===== config.mk =====
export PLATFORM = sky130hd
export DESIGN_NAME = gol_row_streamer_flat
export DESIGN_NICKNAME = d
export VERILOG_FILES = /design/src/rtl/gol_row_streamer_if.sv /design/src/rtl/gol_row_streamer.sv /design/src/flat_wrapper.sv
export SDC_FILE = /design/constraint.sdc
export NUM_CORES = 1
export LEC_CHECK = 0
export CAP_MARGIN = 30
export CORE_MARGIN = 3
export CORE_UTILIZATION = 46
export DETAILED_ROUTE_END_ITERATION = 7
export PLACE_DENSITY = 0.73
export SYNTH_ARGS = -nofsm -noshare
export SYNTH_HDL_FRONTEND = slang
export SYNTH_SLANG_ARGS = --single-unit
export TNS_END_PERCENT = 10

===== constraint.sdc =====
create_clock -name clk -period 5.03 [get_ports clk]
set_clock_uncertainty 0.15 [all_clocks]
set_input_delay 0.503 -clock clk [delete_from_list [all_inputs] [get_ports clk]]
set_output_delay 0.503 -clock clk [all_outputs]
set_load 0.005 [all_outputs]

===== src/rtl/gol_row_streamer_if.sv =====
// Grid-capture and row-stream signal bundle for gol_row_streamer.
// The optional grid_stable wire exists only when GOL_STREAM_STABLE_DETECT_EN is defined.
interface gol_row_streamer_if #(
  parameter int ROWS  = 16,
  parameter int COLS  = 16,
  parameter int GEN_W = 16
);
  localparam int IDX_W = $clog2(ROWS);
  localparam int POP_W = $clog2(COLS + 1);
  localparam int TOT_W = $clog2(ROWS * COLS + 1);

  logic [ROWS*COLS-1:0] grid_in;
  logic                 grid_valid;
  logic                 grid_ready;
  logic [COLS-1:0]      row_data;
  logic [IDX_W-1:0]     row_idx;
  logic [POP_W-1:0]     row_pop;
  logic                 row_valid;
  logic                 row_ready;
  logic                 row_last;
  logic [TOT_W-1:0]     total_pop;
  logic [GEN_W-1:0]     gen_count;
`ifdef GOL_STREAM_STABLE_DETECT_EN
  logic                 grid_stable;
`endif

  // master: the streamer itself; slave: the upstream source and row sink.
  modport master (
    input  grid_in, grid_valid, row_ready,
    output grid_ready, row_data, row_idx, row_pop, row_valid, row_last,
           total_pop, gen_count
`ifdef GOL_STREAM_STABLE_DETECT_EN
    , output grid_stable
`endif
  );

  modport slave (
    output grid_in, grid_valid, row_ready,
    input  grid_ready, row_data, row_idx, row_pop, row_valid, row_last,
           total_pop, gen_count
`ifdef GOL_STREAM_STABLE_DETECT_EN
    , input grid_stable
`endif
  );
endinterface


===== src/rtl/gol_row_streamer.sv =====
// Captures a 256-bit Game of Life grid and streams it as 16 rows with live-cell counts.
// Latency: first row valid 1 cycle after capture; 17-cycle minimum grid period.
// Backpressure: row_ready low freezes all row outputs; grid_ready low while streaming.
// Optional still-life detection: GOL_STREAM_STABLE_DETECT_EN.
module gol_row_streamer #(
  parameter int ROWS  = 16,
  parameter int COLS  = 16,
  parameter int GEN_W = 16
) (
  input  logic                clk,
  input  logic                reset,
  gol_row_streamer_if.master  bus
);
  localparam int IDX_W = $clog2(ROWS);
  localparam int POP_W = $clog2(COLS + 1);
  localparam int TOT_W = $clog2(ROWS * COLS + 1);
  localparam logic [IDX_W-1:0] LAST_IDX = IDX_W'(ROWS - 1);

  typedef enum logic {IDLE, STREAM} state_t;

  state_t                     state;
  logic [ROWS-1:0][COLS-1:0]  snap;
  logic [IDX_W-1:0]           idx;
  logic [COLS-1:0]            row_q;
  logic [TOT_W-1:0]           acc;
  logic [GEN_W-1:0]           gen;
  logic                       rdy_q;
  logic                       vld_q;
  logic                       last_q;
  logic [POP_W-1:0]           pop;
  logic                       xfer;
  logic [IDX_W-1:0]           idx_nxt;
`ifdef GOL_STREAM_STABLE_DETECT_EN
  logic [ROWS*COLS-1:0]       prev_snap;
  logic                       stable_q;
`endif

  assign xfer    = vld_q && bus.row_ready;
  assign idx_nxt = idx + IDX_W'(1);

  always_comb begin
    pop = '0;
    for (int i = 0; i < COLS; i++) begin
      pop = pop + POP_W'(row_q[i]);
    end
  end

  // Row r of the grid sits at snap[ROWS-1-r], so row 0 is the most significant slice.
  always_ff @(posedge clk or negedge reset) begin
    if (!reset) begin
      state  <= IDLE;
      snap   <= '0;
      idx    <= '0;
      row_q  <= '0;
      acc    <= '0;
      gen    <= '0;
      rdy_q  <= 1'b1;
      vld_q  <= 1'b0;
      last_q <= 1'b0;
`ifdef GOL_STREAM_STABLE_DETECT_EN
      prev_snap <= '0;
      stable_q  <= 1'b0;
`endif
    end else begin
      case (state)
        IDLE: begin
          if (bus.grid_valid && rdy_q) begin
            snap   <= bus.grid_in;
            row_q  <= bus.grid_in[ROWS*COLS-1 -: COLS];
            gen    <= gen + GEN_W'(1);
            acc    <= '0;
            idx    <= '0;
            rdy_q  <= 1'b0;
            vld_q  <= 1'b1;
            last_q <= 1'b0;
            state  <= STREAM;
`ifdef GOL_STREAM_STABLE_DETECT_EN
            // gen still holds the pre-capture count: the first grid is never stable.
            stable_q  <= (bus.grid_in == prev_snap) && (gen != '0);
            prev_snap <= bus.grid_in;
`endif
          end
        end
        STREAM: begin
          if (xfer) begin
            acc <= acc + TOT_W'(pop);
            if (last_q) begin
              vld_q  <= 1'b0;
              rdy_q  <= 1'b1;
              last_q <= 1'b0;
              state  <= IDLE;
            end else begin
              idx    <= idx_nxt;
              row_q  <= snap[LAST_IDX - idx_nxt];
              last_q <= (idx_nxt == LAST_IDX);
            end
          end
        end
        default: state <= IDLE;
      endcase
    end
  end

  assign bus.grid_ready = rdy_q;
  assign bus.row_data   = row_q;
  assign bus.row_idx    = idx;
  assign bus.row_pop    = pop;
  assign bus.row_valid  = vld_q;
  assign bus.row_last   = last_q;
  assign bus.total_pop  = acc + TOT_W'(pop);
  assign bus.gen_count  = gen;
`ifdef GOL_STREAM_STABLE_DETECT_EN
  assign bus.grid_stable = stable_q;
`endif
endmodule


===== src/flat_wrapper.sv =====
// flat-port wrapper written by rule: the top's interface ports become plain ports
module gol_row_streamer_flat 
#(
  parameter int ROWS  = 16,
  parameter int COLS  = 16,
  parameter int GEN_W = 16
)
  (clk, reset, bus_grid_in, bus_grid_valid, bus_row_ready, bus_grid_ready, bus_row_data, bus_row_idx, bus_row_pop, bus_row_valid, bus_row_last, bus_total_pop, bus_gen_count);
  gol_row_streamer_if #(.ROWS(ROWS), .COLS(COLS), .GEN_W(GEN_W)) bus_i ();
  input  logic clk;
  input  logic reset;
  input wire logic [$bits(bus_i.grid_in)-1:0] bus_grid_in;
  input wire logic [$bits(bus_i.grid_valid)-1:0] bus_grid_valid;
  input wire logic [$bits(bus_i.row_ready)-1:0] bus_row_ready;
  output wire logic [$bits(bus_i.grid_ready)-1:0] bus_grid_ready;
  output wire logic [$bits(bus_i.row_data)-1:0] bus_row_data;
  output wire logic [$bits(bus_i.row_idx)-1:0] bus_row_idx;
  output wire logic [$bits(bus_i.row_pop)-1:0] bus_row_pop;
  output wire logic [$bits(bus_i.row_valid)-1:0] bus_row_valid;
  output wire logic [$bits(bus_i.row_last)-1:0] bus_row_last;
  output wire logic [$bits(bus_i.total_pop)-1:0] bus_total_pop;
  output wire logic [$bits(bus_i.gen_count)-1:0] bus_gen_count;
  assign bus_i.grid_in = bus_grid_in;
  assign bus_i.grid_valid = bus_grid_valid;
  assign bus_i.row_ready = bus_row_ready;
  assign bus_grid_ready = bus_i.grid_ready;
  assign bus_row_data = bus_i.row_data;
  assign bus_row_idx = bus_i.row_idx;
  assign bus_row_pop = bus_i.row_pop;
  assign bus_row_valid = bus_i.row_valid;
  assign bus_row_last = bus_i.row_last;
  assign bus_total_pop = bus_i.total_pop;
  assign bus_gen_count = bus_i.gen_count;
  gol_row_streamer #(.ROWS(ROWS), .COLS(COLS), .GEN_W(GEN_W)) u_core (.clk(clk), .reset(reset), .bus(bus_i));
endmodule

==> impl_metrics.py <==
metrics = {
    "synthesis": {
        "ys_ff_latch": 305,
        "synthArstFlopShare_pct": 100.0,
        "ys_types": 45,
        "yosysWarnings": 0,
        "synth_edf_count": 0,
        "synth_area_leaders": "dfrtp_1, nand2_1, mux4_2",
        "synth_area_per_cell_um2": 9.383,
        "postSynthCellCount": 1527,
        "synth_area_um2": 14330,
        "synth_top_cell_area_share_pct": 53.10,
        "synth-seq-area-share_pct": 53.28,
        "syn-num-nets": 1811,
        "yosysTopAreaCell": "dfrtp_1",
        "synth_flop_cell": "dfrtp_1",
    },
    "worst_setup_path": {
        "r2r_slack_ns": -0.11,
        "crit_slowest_cell": "fa_2",
        "worstPathCellList": "ha_1 > inv_1 > fa_1 > fa_1 > fa_1 > fa_1 > fa_2 > fa_2 > inv_2 > fa_2 > a21o_1 > a21o_1 > a21o_1 > nand4_1 > xnor2_1 > buf_2",
        "rr_endpoint": "u_core.acc[8]",
        "path_buf_inv": 3,
        "worst_path_most_repeated_cell": "fa_1",
        "reg2reg_from": "u_core.bus.row_data[0]",
        "critPathLaunchType": "flop",
        "slowest_delay_ns": 0.54,
        "worstPathMaxFanout": 3,
        "required_ns": 4.38,
        "cp.arrival_ns": 5.38,
        "path_class": "flop to primary output",
        "worstRegToRegCells": 17,
        "endpoint_kind": "primary output",
        "critical-path-top-delay-family": "adder cells",
    },
    "clock_network": {
        "clk_latency_ns": 0.51,
        "cts_buffer_depth": 3,
        "path_clk_slew_ns": 0.06,
        "root_buffer": "clkbuf_16",
        "cts_tree": "done",
        "cts_buffers": 35,
        "htreeDepth": 2,
        "cts.sinks": 305,
    },
    "global_route": {
        "grt_usage_pct": 25.02,
        "grt_start_max_net_pins": 123,
        "overflow": 0,
        "grt_pass1_wl_um": 66030,
        "grt_pass1_vias": 12294,
        "grt_antenna_before_repair": 6,
    },
    "power": {
        "seq_power_share_pct": 46.8,
        "p_clk_share_pct": 48.0,
        "p_leak_nw": 9.610,
        "powerDensity_nw_per_um2": 273.0,
        "p_int_mw": 4.140,
        "comb_power_share_pct": 5.2,
        "finalPower_mw": 5.239,
        "switching_share_pct": 20.97,
        "switchingPower_mw": 1.099,
        "peakVddDrop_uv": 189.8,
    },
    "layout": {
        "stdcell_area_um2": 19190,
        "final_layout_size_suffix_gt1_share_pct": 10.67,
        "fin_nets": 2115,
        "synthToLayoutAreaGrowth_pct": 33.94,
    },
    "route": {
        "drt_iter0_markers": 924,
        "vias": 11769,
        "viasPerCell": 5.235,
        "drc": 0,
        "first_pass_iters": 5,
        "finalWirelength_um": 42000,
        "wl_per_cell_um": 18.68,
        "ant_nets": 0,
    },
    "sta": {
        "setup-violations-final": 12,
        "slew_violations": 0,
        "fmax_mhz": 165.7,
        "rsz0062_at_grt": "true",
        "worstMarginPinSlew_ns": 0.9504,
        "relSlewSlack_pct": 36.54,
        "hold_violations": 0,
        "finalWorstSetupSlack_ns": -1.004,
        "fin_crit_sh_pct": 120.0,
        "setup_tns_ns": -6.997,
        "fin_hold_ws_ns": 0.3129,
        "finalCriticalPeriod_ns": 6.034,
    },
    "floorplanning": {
        "fp-row-count": 63,
        "start_util_pct": 47.46,
        "dieHeight_um": 182.5,
        "coreArea_um2": 30190,
        "die_area_um2": 33300,
        "top_level_ports": 313,
        "fp.dieW_um": 182.5,
    },
    "worst_hold_path": {
        "hold_path_end": "u_core.bus.gen_count[15]",
        "hp-class": "flop to flop",
        "hold_depth": 1,
        "hold_start": "u_core.bus.gen_count[15]",
    },
    "outcome": {
        "status": "finished, violations left",
        "violations": "negative setup slack",
    },
    "placement": {
        "dpl-instance-area_um2": 18000,
        "pre_cts_ws_ns": -0.8792,
        "gp_congestion": 0.8341,
        "place.detailed.hpwl_um": 29420,
        "portBuffers": 312,
    },
    "flow_run": {
        "maxCapViolations": 0,
    },
}
Yosys cell counts, types with 3 or more instances:
master / instances
a22o_1: 5
fa_1: 11
a21o_1: 5
nand4bb_1: 16
xor2_1: 8
xnor2_1: 17
nand4_1: 7
clkbuf_1: 32
mux4_2: 64
buf_6: 3
nor2_1: 8
o21ai_0: 8
buf_2: 39
dfrtp_1: 304
buf_1: 8
a21oi_1: 36
nand2_1: 873
inv_1: 29
ha_1: 13
nand3_1: 7
and3_1: 6
registers in the layout, summed over array words and instances (netlist names):
signal	count
u_core.acc	9
u_core.bus.gen_count	16
u_core.bus.grid_ready	1
u_core.bus.row_data	16
u_core.bus.row_idx	4
u_core.bus.row_last	1
u_core.bus.row_valid	1
u_core.snap	256
u_core.state	1
final cells by class:
cell class / count / area [um^2]
tap: 390 / 488.0
multi-input combinational: 1107 / 6299
fill: 2498 / 11000
clock buffer: 54 / 1060
clock inverter: 8 / 76.32
sequential: 305 / 7637
antenna: 2 / 5.005
timing repair buffer: 353 / 3516
inverter: 29 / 108.9
metrics by stage:
| stage | util (%) | std cells |
|---|---|---|
| 6_report | 63.56 | 2248 |
| 4_1_cts | 63.40 | 2245 |
| 5_1_grt | 63.56 | 2248 |
| 3_3_place_gp | 59.34 | 2178 |
| 2_1_floorplan | - | 1527 |
| 3_5_place_dp | 59.61 | 2181 |
cell usage in the layout, fill, tap and decap left out, types with 6 or more instances in the layout:
cell               n
nand2_1          873
dfrtp_1          303
clkdlybuf4s50_1  299
mux4_2            64
clkbuf_16         37
buf_4             34
a21oi_1           33
inv_1             27
nand4bb_1         16
xnor2_1           14
ha_1              11
clkbuf_1          10
o21ai_0            8
nor2_1             8
fa_1               8
buf_2              8
nand4_1            7
clkbuf_8           7
xor2_1             6
and3_1             6
nand3_1            6
clkinv_2           6
metal layers:
metal / part of all wire (%) / global-route usage (%) / up-vias
met5: 0.031 / 0 / -
met2: 48 / 40.82 / 452
met3: 7.4 / 4.564 / 74
li1: - / - / 5481
met4: 3.0 / 7.800 / 2
met1: 42 / 34.34 / 5760
worst max path at each step:
stage	cells after the start	startpoint	slack [ns]	to
2_1_floorplan	15	u_core.bus.row_data[0]	-0.26	bus_total_pop[8]
3_3_place_gp	16	u_core.bus.row_data[0]	-0.83	bus_total_pop[8]
3_5_place_dp	16	u_core.bus.row_data[0]	-0.88	bus_total_pop[8]
4_1_cts	16	u_core.bus.row_data[0]	-1.00	bus_total_pop[8]
5_1_grt	16	u_core.bus.row_data[0]	-1.13	bus_total_pop[8]
6_report	16	u_core.bus.row_data[0]	-1.00	bus_total_pop[8]
power groups by stage:
| stage | registers, mW | logic, mW | clock network, mW |
|---|---|---|---|
| floorplan | 2.50 | 0.00231 | 0 |
| global placement | 2.50 | 0.272 | 0 |
| detailed placement | 2.50 | 0.271 | 0 |
| CTS | 2.45 | 0.274 | 2.55 |
| global route | 2.45 | 0.289 | 2.66 |
| finish | 2.45 | 0.270 | 2.51 |
repair_timing:
item | CTS | global route
setup endpoints to repair | 16 | 19
hold endpoints to repair | 77 | 0
hold buffers | 1 | 0
pin swaps | 3 | 6
gates resized for setup | 41 | 8
setup buffers | 1 | 1
cells by family (layout without fill, tap and decap cells):
kind of cell / count (synthesis) / after routing / synth area share (%)
XOR/XNOR: 27 / 27 / 1.755
AO/OA/AOI/OAI: 62 / 62 / 2.524
other: 0 / 2 / 0
adder cells (fa/ha/maj): 24 / 24 / 2.672
flip-flops: 305 / 305 / 53.28
multiplexers: 65 / 65 / 10.13
AND/OR/NAND/NOR: 929 / 929 / 25.88
buffers and inverters: 115 / 444 / 3.755
No activity file was read; power rests on OpenSTA's default activity.
